`src/rtl/serial_arith_unit.sv`:
```
`default_nettype none
// ============================================================================
//  Module      : serial_arith_unit
//  Description : Bit-serial arithmetic unit. LSB-first framed words of WIDTH
//                bits; per-word mode selects pass, negate, add or subtract.
//                Emits a registered serial result, the assembled parallel word
//                and a signed-overflow flag.
//  Revision    : 1.0 - initial release
// ============================================================================
module serial_arith_unit #(
  parameter int WIDTH = 8,
  parameter int CW    = $clog2(WIDTH)
) (
  input  logic             clk,
  input  logic             reset,
  input  logic             in_valid,
  input  logic             in_start,
  input  logic [1:0]       mode,
  input  logic             a_bit,
  input  logic             b_bit,
  output logic             out_valid,
  output logic             out_bit,
  output logic             out_done,
  output logic [WIDTH-1:0] out_word,
  output logic             overflow,
  output logic             busy
);

  localparam logic [1:0]    MODE_PASS = 2'b00;
  localparam logic [1:0]    MODE_NEG  = 2'b01;
  localparam logic [1:0]    MODE_ADD  = 2'b10;
  localparam logic [CW-1:0] LAST_BIT  = CW'(WIDTH - 1);

  typedef enum logic [0:0] {
    IDLE = 1'b0,
    RUN  = 1'b1
  } state_t;

  state_t state, state_next;

  logic [CW-1:0]    count;
  logic             carry;
  logic [1:0]       mode_q;
  logic [WIDTH-1:0] shadow;

  logic             start_bit;
  logic             run_bit;
  logic             take_bit;
  logic             last_bit;
  logic [1:0]       op_mode;
  logic [CW-1:0]    bit_idx;
  logic             x;
  logic             y;
  logic             cin;
  logic             carry_in;
  logic             sum;
  logic             carry_out;
  logic [WIDTH-1:0] word_final;

  // State register
  always_ff @(posedge clk) begin
    if (reset) state <= IDLE;
    else       state <= state_next;
  end

  // Bit classification and next-state: a start bit always (re)opens a word,
  // non-start bits only count while a word is open.
  always_comb begin
    start_bit  = in_valid && in_start;
    run_bit    = in_valid && !in_start && (state == RUN);
    take_bit   = start_bit || run_bit;
    last_bit   = run_bit && (count == LAST_BIT);
    state_next = state;
    if (start_bit)     state_next = RUN;
    else if (last_bit) state_next = IDLE;
  end

  // Full-adder datapath; on the start bit the fresh mode and initial carry
  // are used directly so the stale registered values never leak in.
  always_comb begin
    op_mode  = start_bit ? mode : mode_q;
    bit_idx  = start_bit ? '0 : count;
    x        = a_bit;
    y        = 1'b0;
    cin      = 1'b0;
    case (op_mode)
      MODE_PASS: begin x = a_bit; y = 1'b0;   cin = 1'b0; end
      MODE_NEG:  begin x = 1'b0;  y = ~a_bit; cin = 1'b1; end
      MODE_ADD:  begin x = a_bit; y = b_bit;  cin = 1'b0; end
      default:   begin x = a_bit; y = ~b_bit; cin = 1'b1; end
    endcase
    carry_in   = start_bit ? cin : carry;
    sum        = x ^ y ^ carry_in;
    carry_out  = (x & y) | (x & carry_in) | (y & carry_in);
    word_final = shadow;
    word_final[WIDTH-1] = sum;
  end

  // Datapath registers and registered outputs
  always_ff @(posedge clk) begin
    if (reset) begin
      count     <= '0;
      carry     <= 1'b0;
      mode_q    <= MODE_PASS;
      shadow    <= '0;
      out_valid <= 1'b0;
      out_bit   <= 1'b0;
      out_done  <= 1'b0;
      out_word  <= '0;
      overflow  <= 1'b0;
    end else begin
      out_valid <= take_bit;
      out_done  <= last_bit;
      if (start_bit) mode_q <= mode;
      if (take_bit) begin
        out_bit         <= sum;
        carry           <= carry_out;
        shadow[bit_idx] <= sum;
        count           <= last_bit ? '0 : bit_idx + CW'(1);
      end
      if (last_bit) begin
        out_word <= word_final;
        overflow <= carry_in ^ carry_out;
      end
    end
  end

  assign busy = (state == RUN);

endmodule
`default_nettype wire

```
`config.mk`:
```
export PLATFORM = sky130hd
export DESIGN_NAME = serial_arith_unit
export DESIGN_NICKNAME = d
export VERILOG_FILES = /design/src/rtl/serial_arith_unit.sv
export SDC_FILE = /design/constraint.sdc
export NUM_CORES = 1
export LEC_CHECK = 0
export CAP_MARGIN = 20
export CORE_ASPECT_RATIO = 0.6
export CORE_UTILIZATION = 51
export DETAILED_ROUTE_END_ITERATION = 16
export MAX_ROUTING_LAYER = met4
export PLACE_DENSITY = 0.77
export SKIP_LAST_GASP = 1
export SLEW_MARGIN = 20
export SYNTH_ARGS = -nofsm -noshare
export SYNTH_HDL_FRONTEND = slang
export SYNTH_SLANG_ARGS = --single-unit
```
`constraint.sdc`:
```
create_clock -name clk -period 3 [get_ports clk]
set_clock_uncertainty 0.05 [all_clocks]
set_input_delay 0.6 -clock clk [delete_from_list [all_inputs] [get_ports clk]]
set_output_delay 0.6 -clock clk [all_outputs]
set_load 0.02 [all_outputs]
```
[Word-level counts from Yosys, hierarchy flattened]
Cells that the tools add are included.
Widths: inputs -> output; s select.
Word-level totals
  input port bits: 8
  logic and storage cells: 48
  flip-flop bits (word level): 27
Cells by class
  reduce and logical (&&, ||, !) cells: 10
  $lt $le $gt $ge: 2
  muxes and demuxes: 12
  equality and inequality tests: 3
  $add $sub $neg: 1
  bitwise logic cells: 10
Operators by type and width (number)
  $bwmux 8: 1
  $mux 1: 6
  $mux 3: 2
  $logic_and 1x1->1: 5
  $lt 3x4->1 const B: 1
  $add 3x1->3 const B: 1
  $and 1x1->1: 3
  $demux 1 s3: 1
  $eq 3x3->1 const B: 1
  $ge 3x1->1 const B: 1
  $pmux 1 s3: 1
  $xor 1x1->1: 3
  $eq 2x1->1 const B: 1
  $eq 2x2->1 const B: 1
  $logic_not 2->1: 1
  $mux 2: 1
  $not 1->1: 2
  $or 1x1->1: 2
  $reduce_bool 2->1: 1
  $reduce_or 2->1: 1
  $logic_not 1->1: 1
  $logic_or 1x1->1: 1

[Depth between registers and ports, before layout]
  depth after elaboration: 10
  gate-level depth with buffers: 8
  gate-level depth less buffers: 6

[Worst setup path after synthesis]
OpenSTA, ideal clock, no wires.
  path kind: in2reg
  from: input in_start
  to: register shadow[6]
  library setup time: 0.071 ns
  data required time: 2.879 ns
  slack: 0.209 ns
  stages on the path: 8
  arrival time: 2.670 ns
  cell sequence: buf_2 buf_2 nand3_1 and2_1 o32a_1 fa_1 or4_1 a21oi_1
Between the ends
  longest elaborated chain between the ends: 8
  elaborated cells between the ends (all ways): 23
  those cells by class: order compare: 2; eq/ne: 2; mux: 9; bitwise: 2; reduce/logical: 8
Ends and longest elaborated chain
  start, declared: line 17  | input logic in_start,
  parallel branches: the longest is 8 deep, another holds $lt 3x4->1
  end signal, assigned by index: line 118  | shadow[bit_idx] <= sum;
  end, declared: line 44  | logic [WIDTH-1:0] shadow;
Parallel ways; which one is timed is not known.
A chain may end at the register's enable or synchronous reset.

[Worst setup path after layout]
  from: input in_valid
  to: register shadow[6]
Between the ends
  longest elaborated chain between the ends: 8
  elaborated cells between the ends (all ways): 22
  those cells by class: order compare: 2; eq/ne: 2; mux: 9; bitwise: 2; reduce/logical: 7
Ends and longest elaborated chain
  start, declared: line 16  | input logic in_valid,
  parallel branches: the longest is 8 deep, another holds $lt 3x4->1
Parallel ways; which one is timed is not known.

==> impl_metrics.yaml <==
synth:
  netlist_area_mm2: 0.00121
  avgSynthCellArea_um2: 8.79
  synth_cell_types: 41
  async_flop_share_pct: 0
  synth.net_count: 148
  synth-main-ff-cell: "dfxtp_1"
  syn_inst: 138
  synth_top_cells_by_area: "dfxtp_1 (43%), a21oi_1 (5.8%), o21ai_0 (4.9%)"
  synth.top_cell.area_share_pct: 42.9
  synth_top_cell_by_area: "dfxtp_1"
  synth_edf_count: 0
  ys_seq_elements: 26
  yosysWarnings: 0
  yosysSeqAreaShare_pct: 42.9
routing:
  vias_per_cell: 5.99
  vias: 1115
  initialDrtViolationCount: 75
  drc: 0
  wire_per_inst_um: 15.8
  routed_wl_um: 2930
  first_pass_iters: 5
  antenna_left: 0
power_and_ir_drop:
  p_sw_uw: 159
  switching_share_pct: 24.6
  power.density_mw_per_mm2: 436
  pwr-share-comb_pct: 14.8
  internal_power_uw: 487
  vdd_drop_max_uv: 308
  pwr-share-clk_pct: 29.5
  total_power_uw: 647
  sequentialPowerShare_pct: 55.7
  leakage_uw: 0.000506
setup_path:
  reg2reg_slack_ns: 0.66
  end_kind: "flop"
  crit_type: "in -> reg"
  cp.required_ns: 3.14
  cp_max_fo: 6
  ff2ff_path_depth: 6
  arrival_ns: 3.08
  cp-start-kind: "input port"
timing:
  whs_ns: 0.424
  relSlewSlack_pct: 66.0
  clock.fmax_mhz: 340
  period_share_pct: 98.0
  post-route-min-period_ns: 2.94
  grt_setup_unrepaired: "false"
  finalSetupViolations: 0
  hold_violations: 0
  setup_slack_ns: 0.0602
  tns_ns: 0
  worstMarginPinSlew_ns: 0.510
  slew_viol_final: 0
grt:
  grt_pass1_wl_um: 4820
  grt_max_degree: 16
  overflow: 0
  grt_pass1_vias: 1024
  antenna_found_initial: 0
  grtUsageTotal_pct: 26.3
clock_tree:
  clk_pin_slew_ns: 0.08
  cts_setup_buffers: 0
  ctsRootBufferMaster: "clkbuf_8"
  hold_buffers: 0
  htreeDepth: 1
  cts_buffers: 3
  clk_latency_ns: 0.26
  clockBufferDepth: 2
  cts_tree: "built"
  cts.sink_count: 26
hold_path:
  holdCritPathClass: "reg -> reg"
  whs_path_depth: 2
placement:
  portBuffers: 20
  place.gp.congestion: 0.891
  placedCellCount: 183
  hpwlAfterDp_um: 2120
  place_ws_ns: -0.315
job:
  drv_cap: 0
die:
  die_w_um: 65.0
  io-pin-count: 21
  die_y_um: 39.8
  num_rows: 13
  dieArea_mm2: 0.00259
  core_area_mm2: 0.00221
  start_util_pct: 54.9
finish:
  layout.nets: 168
  area_growth_pct: 22.3
  nFillCells: 190
  drive_gt1_share_pct: 9.62
  layoutNonFillerInstCount: 186
  insertedDiodeCount: 0
run_status:
  status: "finished clean"
[layout make-up]
cell class	instances	area (um^2)	area share, %
multi-input cells	98	621	41.8
flip-flops and latches	26	520	35.1
repair buffers	28	260	17.5
clock buffers	3	41.3	2.78
well taps	30	37.5	2.53
inverters	1	3.75	0.253
[power by group through the flow]
| stage | logic, uW | registers (uW) | clock network, uW |
|---|---|---|---|
| floorplan | 52.8 | 370 | 0 |
| global placement | 89.4 | 368 | 0 |
| detailed placement | 93.6 | 368 | 0 |
| CTS | 94.5 | 360 | 194 |
| global route | 105 | 362 | 207 |
| finish | 95.7 | 360 | 191 |
[cells in the final DEF (no fill, tap or decap), types with 3 or more instances in the layout]
| cell type | synthesis | routed |
|---|---|---|
| nor3_1 | 3 | 3 |
| buf_4 | 1 | 8 |
| a311oi_1 | 3 | 3 |
| nand2_1 | 5 | 5 |
| clkdlybuf4s50_1 | 0 | 20 |
| o211ai_1 | 3 | 3 |
| o21ai_0 | 12 | 12 |
| mux2i_1 | 3 | 3 |
| a21oi_1 | 14 | 14 |
| a211oi_1 | 3 | 3 |
| clkbuf_8 | 0 | 3 |
| and2_1 | 3 | 3 |
| nand2b_1 | 3 | 3 |
| nand3_1 | 9 | 9 |
| dfxtp_1 | 26 | 26 |
| nor2_1 | 9 | 9 |
[cells by family after synthesis]
group	after synthesis	synth area share (%)
adders and majority gates	2	2.68
and+or+nand+nor	46	21.2
buffers and inverters	14	6.29
AOI/OAI and AO/OA	47	24.4
muxes	3	2.47
DFF	26	42.9
[timing repair]
action	CTS	global route
resized for setup	1	1
endpoints found under the hold margin	0	0
setup endpoints to repair	5	3
[stage by stage]
stage | instance area (um^2) | utilization, %
floorplan | 1210 | -
global placement | 1440 | 65.0
detailed placement | 1440 | 65.0
CTS | 1480 | 66.9
global route | 1480 | 67.1
finish | 1480 | 67.1
[synthesized netlist by cell type (all sizes together), types with 5 or more instances]
cell type   n
nor2        9
buf         7
clkbuf      6
dfxtp      26
o21ai      12
a21oi      14
nand3       9
nand2       5
[flip-flops by register name, indices dropped and copies added, names as in the netlist]
name / flops
count: 3
carry: 1
busy: 1
out_word: 8
overflow: 1
mode_q: 2
shadow: 7
out_valid: 1
out_done: 1
out_bit: 1
[worst paths after layout]
check	from	end
worst max-delay path	in_valid	shadow[6]
worst min-delay path	shadow[5]	out_word[5]
worst max register to register	mode_q[1]	shadow[6]
worst min register to register	shadow[5]	out_word[5]
[layer usage]
layer	wire (um)	track usage [%]	up-vias	share of wire, %
li1	-	-	543	-
met1	1430	34.3	536	49
met2	1350	43.2	36	46
met3	150	6.10	0	5.1
met4	0	3.33	0	0
met5	0	-	-	0
[worst max-delay path, cell delays in order]
cell and delay [ns]:
clkdlybuf4s50_1 0.53, a21bo_2 0.27, and2_1 0.17, o32a_1 0.37, fa_1 0.48, or4_1 0.52
a21oi_1 0.15
Power figures use the tool's default switching activity.
